==> src/rtl/multicycle_control_if.sv <==
// Control/datapath bundle between the multicycle MIPS controller and its datapath.
// master = controller (consumes instruction fields and flags, drives control lines).
interface multicycle_control_if;
  logic [5:0] opcode;
  logic [5:0] funct;
  logic       zero;
  logic       mem_ready;
  logic [3:0] alu_control;
  logic       alu_src_a;
  logic [1:0] alu_src_b;
  logic [1:0] pc_src;
  logic       pc_write;
  logic       ir_write;
  logic       mem_read;
  logic       mem_write;
  logic       i_or_d;
  logic       reg_write;
  logic       reg_dst;
  logic       mem_to_reg;

  modport master (
    input  opcode, funct, zero, mem_ready,
    output alu_control, alu_src_a, alu_src_b, pc_src, pc_write, ir_write,
           mem_read, mem_write, i_or_d, reg_write, reg_dst, mem_to_reg
  );

  modport slave (
    output opcode, funct, zero, mem_ready,
    input  alu_control, alu_src_a, alu_src_b, pc_src, pc_write, ir_write,
           mem_read, mem_write, i_or_d, reg_write, reg_dst, mem_to_reg
  );
endinterface

==> src/rtl/multicycle_control.sv <==
// Multicycle MIPS main control: Moore sequencer with memory wait handling,
// retired-instruction counter and sticky illegal/bus-error flags.
//
// state     | meaning
// ----------+-----------------------------------------------
// FETCH     | read instruction, PC+4 (waits on mem_ready)
// DECODE    | branch target into ALUOut, dispatch on opcode
// EXECUTE   | R-type ALU operation
// ALU_WB    | write R-type result to rd
// MEM_ADDR  | compute load/store address
// MEM_READ  | data read (waits on mem_ready)
// MEM_WB    | write load data to rt
// MEM_WRITE | data write (waits on mem_ready)
// BRANCH    | compare, conditional PC load from ALUOut
// IMM_EXEC  | immediate ALU operation
// IMM_WB    | write immediate result to rt
// JUMP      | PC load from jump target
// HALT      | bus timeout, exit only by reset
module multicycle_control #(
  parameter int unsigned INSTR_COUNT_WIDTH = 32,
  parameter int unsigned MEM_TIMEOUT       = 255
) (
  input  logic                         clk,
  input  logic                         reset,
  multicycle_control_if.master         bus,
  output logic [INSTR_COUNT_WIDTH-1:0] instr_count,
  output logic                         illegal_instr,
  output logic                         bus_error
);

  typedef enum logic [3:0] {
    FETCH, DECODE, EXECUTE, ALU_WB, MEM_ADDR, MEM_READ, MEM_WB,
    MEM_WRITE, BRANCH, IMM_EXEC, IMM_WB, JUMP, HALT
  } state_t;

  localparam logic [5:0] OP_RTYPE = 6'h00;
  localparam logic [5:0] OP_J     = 6'h02;
  localparam logic [5:0] OP_BEQ   = 6'h04;
  localparam logic [5:0] OP_BNE   = 6'h05;
  localparam logic [5:0] OP_ADDI  = 6'h08;
  localparam logic [5:0] OP_SLTI  = 6'h0A;
  localparam logic [5:0] OP_ANDI  = 6'h0C;
  localparam logic [5:0] OP_ORI   = 6'h0D;
  localparam logic [5:0] OP_LW    = 6'h23;
  localparam logic [5:0] OP_SW    = 6'h2B;

  localparam logic [INSTR_COUNT_WIDTH-1:0] COUNT_ONE = 1;
  localparam logic [31:0] WAIT_LAST = 32'(MEM_TIMEOUT) - 32'd1;

  state_t      state, next;
  logic [31:0] wait_cnt;
  logic        in_mem_state, timeout, retire, illegal_set, r_valid;
  logic [3:0]  alu_r, alu_i;

  logic [3:0] alu_control;
  logic       alu_src_a, pc_write, ir_write, mem_read, mem_write;
  logic       i_or_d, reg_write, reg_dst, mem_to_reg;
  logic [1:0] alu_src_b, pc_src;

  always_comb begin
    r_valid = 1'b1;
    alu_r   = 4'd2;
    unique case (bus.funct)
      6'h20:   alu_r = 4'd2;
      6'h22:   alu_r = 4'd6;
      6'h24:   alu_r = 4'd0;
      6'h25:   alu_r = 4'd1;
      6'h27:   alu_r = 4'd12;
      6'h2A:   alu_r = 4'd7;
      default: r_valid = 1'b0;
    endcase
  end

  always_comb begin
    alu_i = 4'd2;
    unique case (bus.opcode)
      OP_SLTI: alu_i = 4'd7;
      OP_ANDI: alu_i = 4'd0;
      OP_ORI:  alu_i = 4'd1;
      default: alu_i = 4'd2;
    endcase
  end

  assign in_mem_state = (state == FETCH) || (state == MEM_READ) || (state == MEM_WRITE);
  // mem_ready in the final allowed wait cycle still completes the access
  assign timeout = (MEM_TIMEOUT != 0) && in_mem_state && !bus.mem_ready &&
                   (wait_cnt == WAIT_LAST);

  always_comb begin
    next        = state;
    retire      = 1'b0;
    illegal_set = 1'b0;
    alu_control = 4'd0;
    alu_src_a   = 1'b0;
    alu_src_b   = 2'd0;
    pc_src      = 2'd0;
    pc_write    = 1'b0;
    ir_write    = 1'b0;
    mem_read    = 1'b0;
    mem_write   = 1'b0;
    i_or_d      = 1'b0;
    reg_write   = 1'b0;
    reg_dst     = 1'b0;
    mem_to_reg  = 1'b0;
    unique case (state)
      FETCH: begin
        mem_read    = 1'b1;
        alu_src_b   = 2'd1;
        alu_control = 4'd2;
        ir_write    = bus.mem_ready;
        pc_write    = bus.mem_ready;
        if (bus.mem_ready) next = DECODE;
      end
      DECODE: begin
        alu_src_b   = 2'd3;
        alu_control = 4'd2;
        unique case (bus.opcode)
          OP_RTYPE: begin
            if (r_valid) next = EXECUTE;
            else begin
              next        = FETCH;
              illegal_set = 1'b1;
            end
          end
          OP_LW, OP_SW:                      next = MEM_ADDR;
          OP_BEQ, OP_BNE:                    next = BRANCH;
          OP_ADDI, OP_SLTI, OP_ANDI, OP_ORI: next = IMM_EXEC;
          OP_J:                              next = JUMP;
          default: begin
            next        = FETCH;
            illegal_set = 1'b1;
          end
        endcase
      end
      EXECUTE: begin
        alu_src_a   = 1'b1;
        alu_control = alu_r;
        next        = ALU_WB;
      end
      ALU_WB: begin
        alu_control = alu_r;
        reg_write   = 1'b1;
        reg_dst     = 1'b1;
        next        = FETCH;
        retire      = 1'b1;
      end
      MEM_ADDR: begin
        alu_src_a   = 1'b1;
        alu_src_b   = 2'd2;
        alu_control = 4'd2;
        next        = (bus.opcode == OP_SW) ? MEM_WRITE : MEM_READ;
      end
      MEM_READ: begin
        mem_read = 1'b1;
        i_or_d   = 1'b1;
        if (bus.mem_ready) next = MEM_WB;
      end
      MEM_WB: begin
        reg_write  = 1'b1;
        mem_to_reg = 1'b1;
        next       = FETCH;
        retire     = 1'b1;
      end
      MEM_WRITE: begin
        mem_write = 1'b1;
        i_or_d    = 1'b1;
        if (bus.mem_ready) begin
          next   = FETCH;
          retire = 1'b1;
        end
      end
      BRANCH: begin
        alu_src_a   = 1'b1;
        alu_control = 4'd6;
        pc_src      = 2'd1;
        pc_write    = ((bus.opcode == OP_BEQ) && bus.zero) ||
                      ((bus.opcode == OP_BNE) && !bus.zero);
        next        = FETCH;
        retire      = 1'b1;
      end
      IMM_EXEC: begin
        alu_src_a   = 1'b1;
        alu_src_b   = 2'd2;
        alu_control = alu_i;
        next        = IMM_WB;
      end
      IMM_WB: begin
        alu_control = alu_i;
        reg_write   = 1'b1;
        next        = FETCH;
        retire      = 1'b1;
      end
      JUMP: begin
        pc_src   = 2'd2;
        pc_write = 1'b1;
        next     = FETCH;
        retire   = 1'b1;
      end
      HALT: next = HALT;
      default: next = FETCH;
    endcase
    if (timeout) next = HALT;
    // the state register only settles on FETCH once reset is seen, so mask strobes directly
    if (reset) begin
      pc_write  = 1'b0;
      ir_write  = 1'b0;
      mem_read  = 1'b0;
      mem_write = 1'b0;
      reg_write = 1'b0;
    end
  end

  always_ff @(posedge clk or posedge reset) begin
    if (reset) state <= FETCH;
    else       state <= next;
  end

  always_ff @(posedge clk or posedge reset) begin
    if (reset)                              wait_cnt <= 32'd0;
    else if (next != state)                 wait_cnt <= 32'd0;
    else if (in_mem_state && !bus.mem_ready) wait_cnt <= wait_cnt + 32'd1;
  end

  always_ff @(posedge clk or posedge reset) begin
    if (reset) begin
      instr_count   <= '0;
      illegal_instr <= 1'b0;
      bus_error     <= 1'b0;
    end else begin
      if (retire)      instr_count   <= instr_count + COUNT_ONE;
      if (illegal_set) illegal_instr <= 1'b1;
      if (timeout)     bus_error     <= 1'b1;
    end
  end

  assign bus.alu_control = alu_control;
  assign bus.alu_src_a   = alu_src_a;
  assign bus.alu_src_b   = alu_src_b;
  assign bus.pc_src      = pc_src;
  assign bus.pc_write    = pc_write;
  assign bus.ir_write    = ir_write;
  assign bus.mem_read    = mem_read;
  assign bus.mem_write   = mem_write;
  assign bus.i_or_d      = i_or_d;
  assign bus.reg_write   = reg_write;
  assign bus.reg_dst     = reg_dst;
  assign bus.mem_to_reg  = mem_to_reg;

endmodule

==> src/flat_wrapper.sv <==
// flat-port wrapper written by rule: the top's interface ports become plain ports
module multicycle_control_flat 
#(
  parameter int unsigned INSTR_COUNT_WIDTH = 32,
  parameter int unsigned MEM_TIMEOUT       = 255
)
  (clk, reset, instr_count, illegal_instr, bus_error, bus_opcode, bus_funct, bus_zero, bus_mem_ready, bus_alu_control, bus_alu_src_a, bus_alu_src_b, bus_pc_src, bus_pc_write, bus_ir_write, bus_mem_read, bus_mem_write, bus_i_or_d, bus_reg_write, bus_reg_dst, bus_mem_to_reg);
  multicycle_control_if bus_i ();
  input  logic clk;
  input  logic reset;
  output logic [INSTR_COUNT_WIDTH-1:0] instr_count;
  output logic illegal_instr;
  output logic bus_error;
  input wire logic [$bits(bus_i.opcode)-1:0] bus_opcode;
  input wire logic [$bits(bus_i.funct)-1:0] bus_funct;
  input wire logic [$bits(bus_i.zero)-1:0] bus_zero;
  input wire logic [$bits(bus_i.mem_ready)-1:0] bus_mem_ready;
  output wire logic [$bits(bus_i.alu_control)-1:0] bus_alu_control;
  output wire logic [$bits(bus_i.alu_src_a)-1:0] bus_alu_src_a;
  output wire logic [$bits(bus_i.alu_src_b)-1:0] bus_alu_src_b;
  output wire logic [$bits(bus_i.pc_src)-1:0] bus_pc_src;
  output wire logic [$bits(bus_i.pc_write)-1:0] bus_pc_write;
  output wire logic [$bits(bus_i.ir_write)-1:0] bus_ir_write;
  output wire logic [$bits(bus_i.mem_read)-1:0] bus_mem_read;
  output wire logic [$bits(bus_i.mem_write)-1:0] bus_mem_write;
  output wire logic [$bits(bus_i.i_or_d)-1:0] bus_i_or_d;
  output wire logic [$bits(bus_i.reg_write)-1:0] bus_reg_write;
  output wire logic [$bits(bus_i.reg_dst)-1:0] bus_reg_dst;
  output wire logic [$bits(bus_i.mem_to_reg)-1:0] bus_mem_to_reg;
  assign bus_i.opcode = bus_opcode;
  assign bus_i.funct = bus_funct;
  assign bus_i.zero = bus_zero;
  assign bus_i.mem_ready = bus_mem_ready;
  assign bus_alu_control = bus_i.alu_control;
  assign bus_alu_src_a = bus_i.alu_src_a;
  assign bus_alu_src_b = bus_i.alu_src_b;
  assign bus_pc_src = bus_i.pc_src;
  assign bus_pc_write = bus_i.pc_write;
  assign bus_ir_write = bus_i.ir_write;
  assign bus_mem_read = bus_i.mem_read;
  assign bus_mem_write = bus_i.mem_write;
  assign bus_i_or_d = bus_i.i_or_d;
  assign bus_reg_write = bus_i.reg_write;
  assign bus_reg_dst = bus_i.reg_dst;
  assign bus_mem_to_reg = bus_i.mem_to_reg;
  multicycle_control #(.INSTR_COUNT_WIDTH(INSTR_COUNT_WIDTH), .MEM_TIMEOUT(MEM_TIMEOUT)) u_core (.clk(clk), .reset(reset), .bus(bus_i), .instr_count(instr_count), .illegal_instr(illegal_instr), .bus_error(bus_error));
endmodule
==> config.mk <==
export PLATFORM = sky130hd
export DESIGN_NAME = multicycle_control_flat
export DESIGN_NICKNAME = d
export VERILOG_FILES = /design/src/rtl/multicycle_control_if.sv /design/src/rtl/multicycle_control.sv /design/src/flat_wrapper.sv
export SDC_FILE = /design/constraint.sdc
export NUM_CORES = 1
export LEC_CHECK = 0
export ABC_CLOCK_PERIOD_IN_PS = 2700
export CORE_UTILIZATION = 49
export DETAILED_ROUTE_END_ITERATION = 8
export PLACE_DENSITY = 0.77
export SYNTH_ARGS = -nofsm -noshare
export SYNTH_HDL_FRONTEND = slang
export SYNTH_SLANG_ARGS = --single-unit
export TNS_END_PERCENT = 10
==> constraint.sdc <==
create_clock -name clk -period 2.7 [get_ports clk]
set_clock_uncertainty 0.15 [all_clocks]
set_input_delay 0.405 -clock clk [delete_from_list [all_inputs] [get_ports clk]]
set_output_delay 0.405 -clock clk [all_outputs]
set_load 0.005 [all_outputs]
==> impl_metrics.csv <==
group,metric,value,unit
status,status,"finished with violations",
status,violations,"negative setup slack",
cts,cts_tree,"done",
yosys,post_synth_num_cell_types,62,
cts,insertion_delay,0.35,ns
place,dp_cells,643,
cts,cts_buffers,9,
setup_path,crit_chain,"nand2b_2 -> nor3_2 -> a41oi_1 -> nor3_2 -> clkdlybuf4s50_1",
die,core-area,8721,sq um
cells_and_area,final_nets,573,
timing,fin_crit_sh,100.1,%
place,place_hpwl,7464,um
yosys,syn_nets,485,
yosys,synth_edf_count,0,
die,die_y,97.02,um
setup_path,r2r_slack,0.21,ns
cts,htree_levels,3,
yosys,yosys_warnings,0,
global_routing,grt_pass1_wl,18730,um
cells_and_area,multi_input_area,2516,sq um
cts,clockBufferDepth,2,
global_routing,grt_start_max_net_pins,71,
routing,finalWirelength,11160,um
die,dieWidth,97.02,um
routing,via_per_inst,6.089,
yosys,synth-seq-cells,70,
cells_and_area,drive_gt1_share,16.13,%
yosys,async_flop_share,100.0,%
cells_and_area,fin_cells,666,
setup_path,worst_setup_path_end_kind,"output port",
setup_path,worst_path_largest_cell_delay,0.53,ns
worst_hold_path,min_path_cells,1,
setup_path,crit_fanout,7,
yosys,synth_cells,466,
cells_and_area,mostFrequentLayoutCells,"66 x dfrtp_1, 62 x clkdlybuf4s50_1, 45 x xor2_1",
setup_path,arrival,2.15,ns
setup_path,timing.critical_path.mode_cell,"nor3_2",
setup_path,r2r-end,"u_core.wait_cnt[23]$_DFFE_PP0P_",
global_routing,grt_usage,24.18,%
timing,worst-slew-pin-transition,0.8884,ns
yosys,mappedNetlistArea,4424,sq um
cts,path_clk_slew,0.08,ns
timing,slew_viol_final,0,
timing,layout_setup_ws,-0.003559,ns
setup_path,r2r_start,"u_core.state[3]$_DFF_PP0_",
routing,ant_nets,0,
power,power.internal,2.350,mW
setup_path,crit_slowest_cell,"clkdlybuf4s50_1",
cells_and_area,fill_cells,669,
worst_hold_path,min_path_type,"flop to flop",
cells_and_area,area_growth_syn_to_layout,29.47,%
power,irDropWorstVdd,0.3962,mV
die,num_io_pins,67,
power,pwr-share-seq,32.4,%
setup_path,crit_required,2.14,ns
power,p_switching,1.494,mW
setup_path,criticalPathCategory,"flop to output port",
place,io_buffers,66,
global_routing,grt_pass1_vias,3826,
yosys,avgSynthCellArea,9.494,sq um
worst_hold_path,min-delay-start,"u_core.bus_error$_DFFE_PP0P_",
place,gp_congestion,0.9161,
cts,clock-root-buffer,"clkbuf_8",
setup_path,critPathLaunchType,"flop",
cells_and_area,final_common_cell,"dfrtp_1",
routing,via_count,4055,
cells_and_area,diodes,0,
power,power_frac_comb,43.5,%
yosys,synth_ff_type,"dfrtp_1",
routing,wl_per_cell,16.76,um
power,clockPowerShare,24.0,%
power,leakage,2.072,nW
global_routing,antenna_found_initial,0,
timing,fin_crit,2.704,ns
die,placementRows,34,
setup_path,rr_worst_depth,9,
timing,clock.fmax,369.9,MHz
cts,cts_sinks,70,
yosys,yosysSeqAreaShare,39.59,%
power,swShare,38.87,%
cells_and_area,seqCellArea,1757,sq um
die,floorplan.initialDensity,50.73,%
die,die_area,9413,sq um
routing,drtPass1Iterations,4,
timing,final_hold_viol_count,0,
power,powerDensity,671.1,nW/um^2
power,fin_total_pwr,3.844,mW
routing,drc,0,
flow_run,max_cap_viol_count,0,
timing,slew_headroom,40.78,%
routing,drtIter0Drc,242,
worst_hold_path,min_to,"u_core.bus_error$_DFFE_PP0P_",
timing,setup_viol,1,
global_routing,grt_overflow,0,
timing,rsz0062_at_grt,"true",
## worst max-delay path: cells and delay by family, from the launching register on
kind,cells,cell delay (ns)
AOI/OAI and AO/OA,1,0.17
buffers and inverters,1,0.53
DFF,1,0.45
and+or+nand+nor,3,0.65
## final cells by class
type,instances,area share (%)
Sequential cell,70,30.67
Clock inverter,6,1.529
Inverter,17,1.180
Clock buffer,9,2.163
Tap cell,108,2.359
Multi-Input combinational cell,349,43.93
Timing Repair Buffer,107,18.17
## power by group through the flow
stage          registers, mW  clock network, mW  logic [mW]
3_3_place_gp            1.26                  0        1.53
4_1_cts                 1.25              0.940        1.57
3_5_place_dp            1.27                  0        1.57
6_report                1.25              0.924        1.67
5_1_grt                 1.27              0.979        1.80
2_1_floorplan           1.23                  0       0.934
## synthesized netlist by cell type, drive strengths merged, types with 2 or more instances
master   number  area, sq um
a2111oi      12        170.2
a211o         3        26.28
a211oi       46        360.4
a21oi        15        75.07
a22oi         3        22.52
and2          3        18.77
and3          6        37.54
and4          8        70.07
buf          14        90.08
clkbuf       16        60.06
dfrtp        70         1752
ha            3        37.54
inv          16        60.06
nand2        26        97.59
nand2b        8        50.05
nand3        18        95.09
nand3b        2        15.01
nand4        32        200.2
nor2         24        90.09
nor2b         3        18.77
nor3         21        116.4
nor4          8        50.05
o2111ai       2        23.77
o211ai        5        37.54
o21a          2        15.01
o21ai         9        48.80
o21bai        2        15.01
o22ai         2        12.51
or2           2        12.52
xnor2        21        183.9
xor2         45        394.1
## kinds of logic after synthesis
group / count (synthesis) / synth area share, %
compound gates: 112 / 20.39
flops: 70 / 39.59
buf+inv: 47 / 4.836
fa+ha+maj: 3 / 0.8485
xor+xnor: 66 / 13.07
mux: 1 / 0.2545
simple gates: 167 / 21.01
## per-layer routing
metal	share of wire, %	GRT usage (%)	up-vias
met5	0	0	-
met4	1.2	5.741	0
met3	6.1	5.275	17
met2	48	38.30	140
met1	45	33.85	1973
li1	-	-	1925
## worst max path at each step
stage,from,to
2_1_floorplan,reset,bus_ir_write
3_3_place_gp,bus_opcode[3],bus_alu_control[1]
3_5_place_dp,bus_opcode[3],bus_alu_control[0]
4_1_cts,u_core.state[2]$_DFF_PP0_,bus_pc_write
5_1_grt,u_core.state[2]$_DFF_PP0_,bus_pc_write
6_report,u_core.state[2]$_DFF_PP0_,bus_pc_write
## metrics by stage
| stage | area (sq um) | util (%) | TNS [ns] | hold slack (ns) | worst slack, ns |
|---|---|---|---|---|---|
| floorplan | 4428 | - | 0 | 0.3090 | 0.2776 |
| global placement | 5388 | 61.78 | -0.3468 | 0.3046 | -0.1599 |
| detailed placement | 5388 | 61.78 | -0.3969 | 0.3086 | -0.1678 |
| CTS | 5617 | 64.40 | -0.01148 | 0.3279 | -0.01148 |
| global route | 5728 | 65.68 | -0.1327 | 0.3493 | -0.1106 |
| finish | 5728 | 65.68 | -0.003559 | 0.3286 | -0.003559 |
## sequential cells by signal (all words and copies together), names as in the netlist
| name | count |
|---|---|
| u_core.instr_count | 32 |
| u_core.illegal_instr | 1 |
| u_core.bus_error | 1 |
| u_core.wait_cnt | 32 |
| u_core.state | 4 |
## what timing repair did
item	CTS	global route
resized for setup	9	14
setup buffers	0	8
hold buffers	0	0
setup endpoints to repair	7	6
cloned	0	0
pin swaps	2	1
No activity file was read; power rests on OpenSTA's default activity.
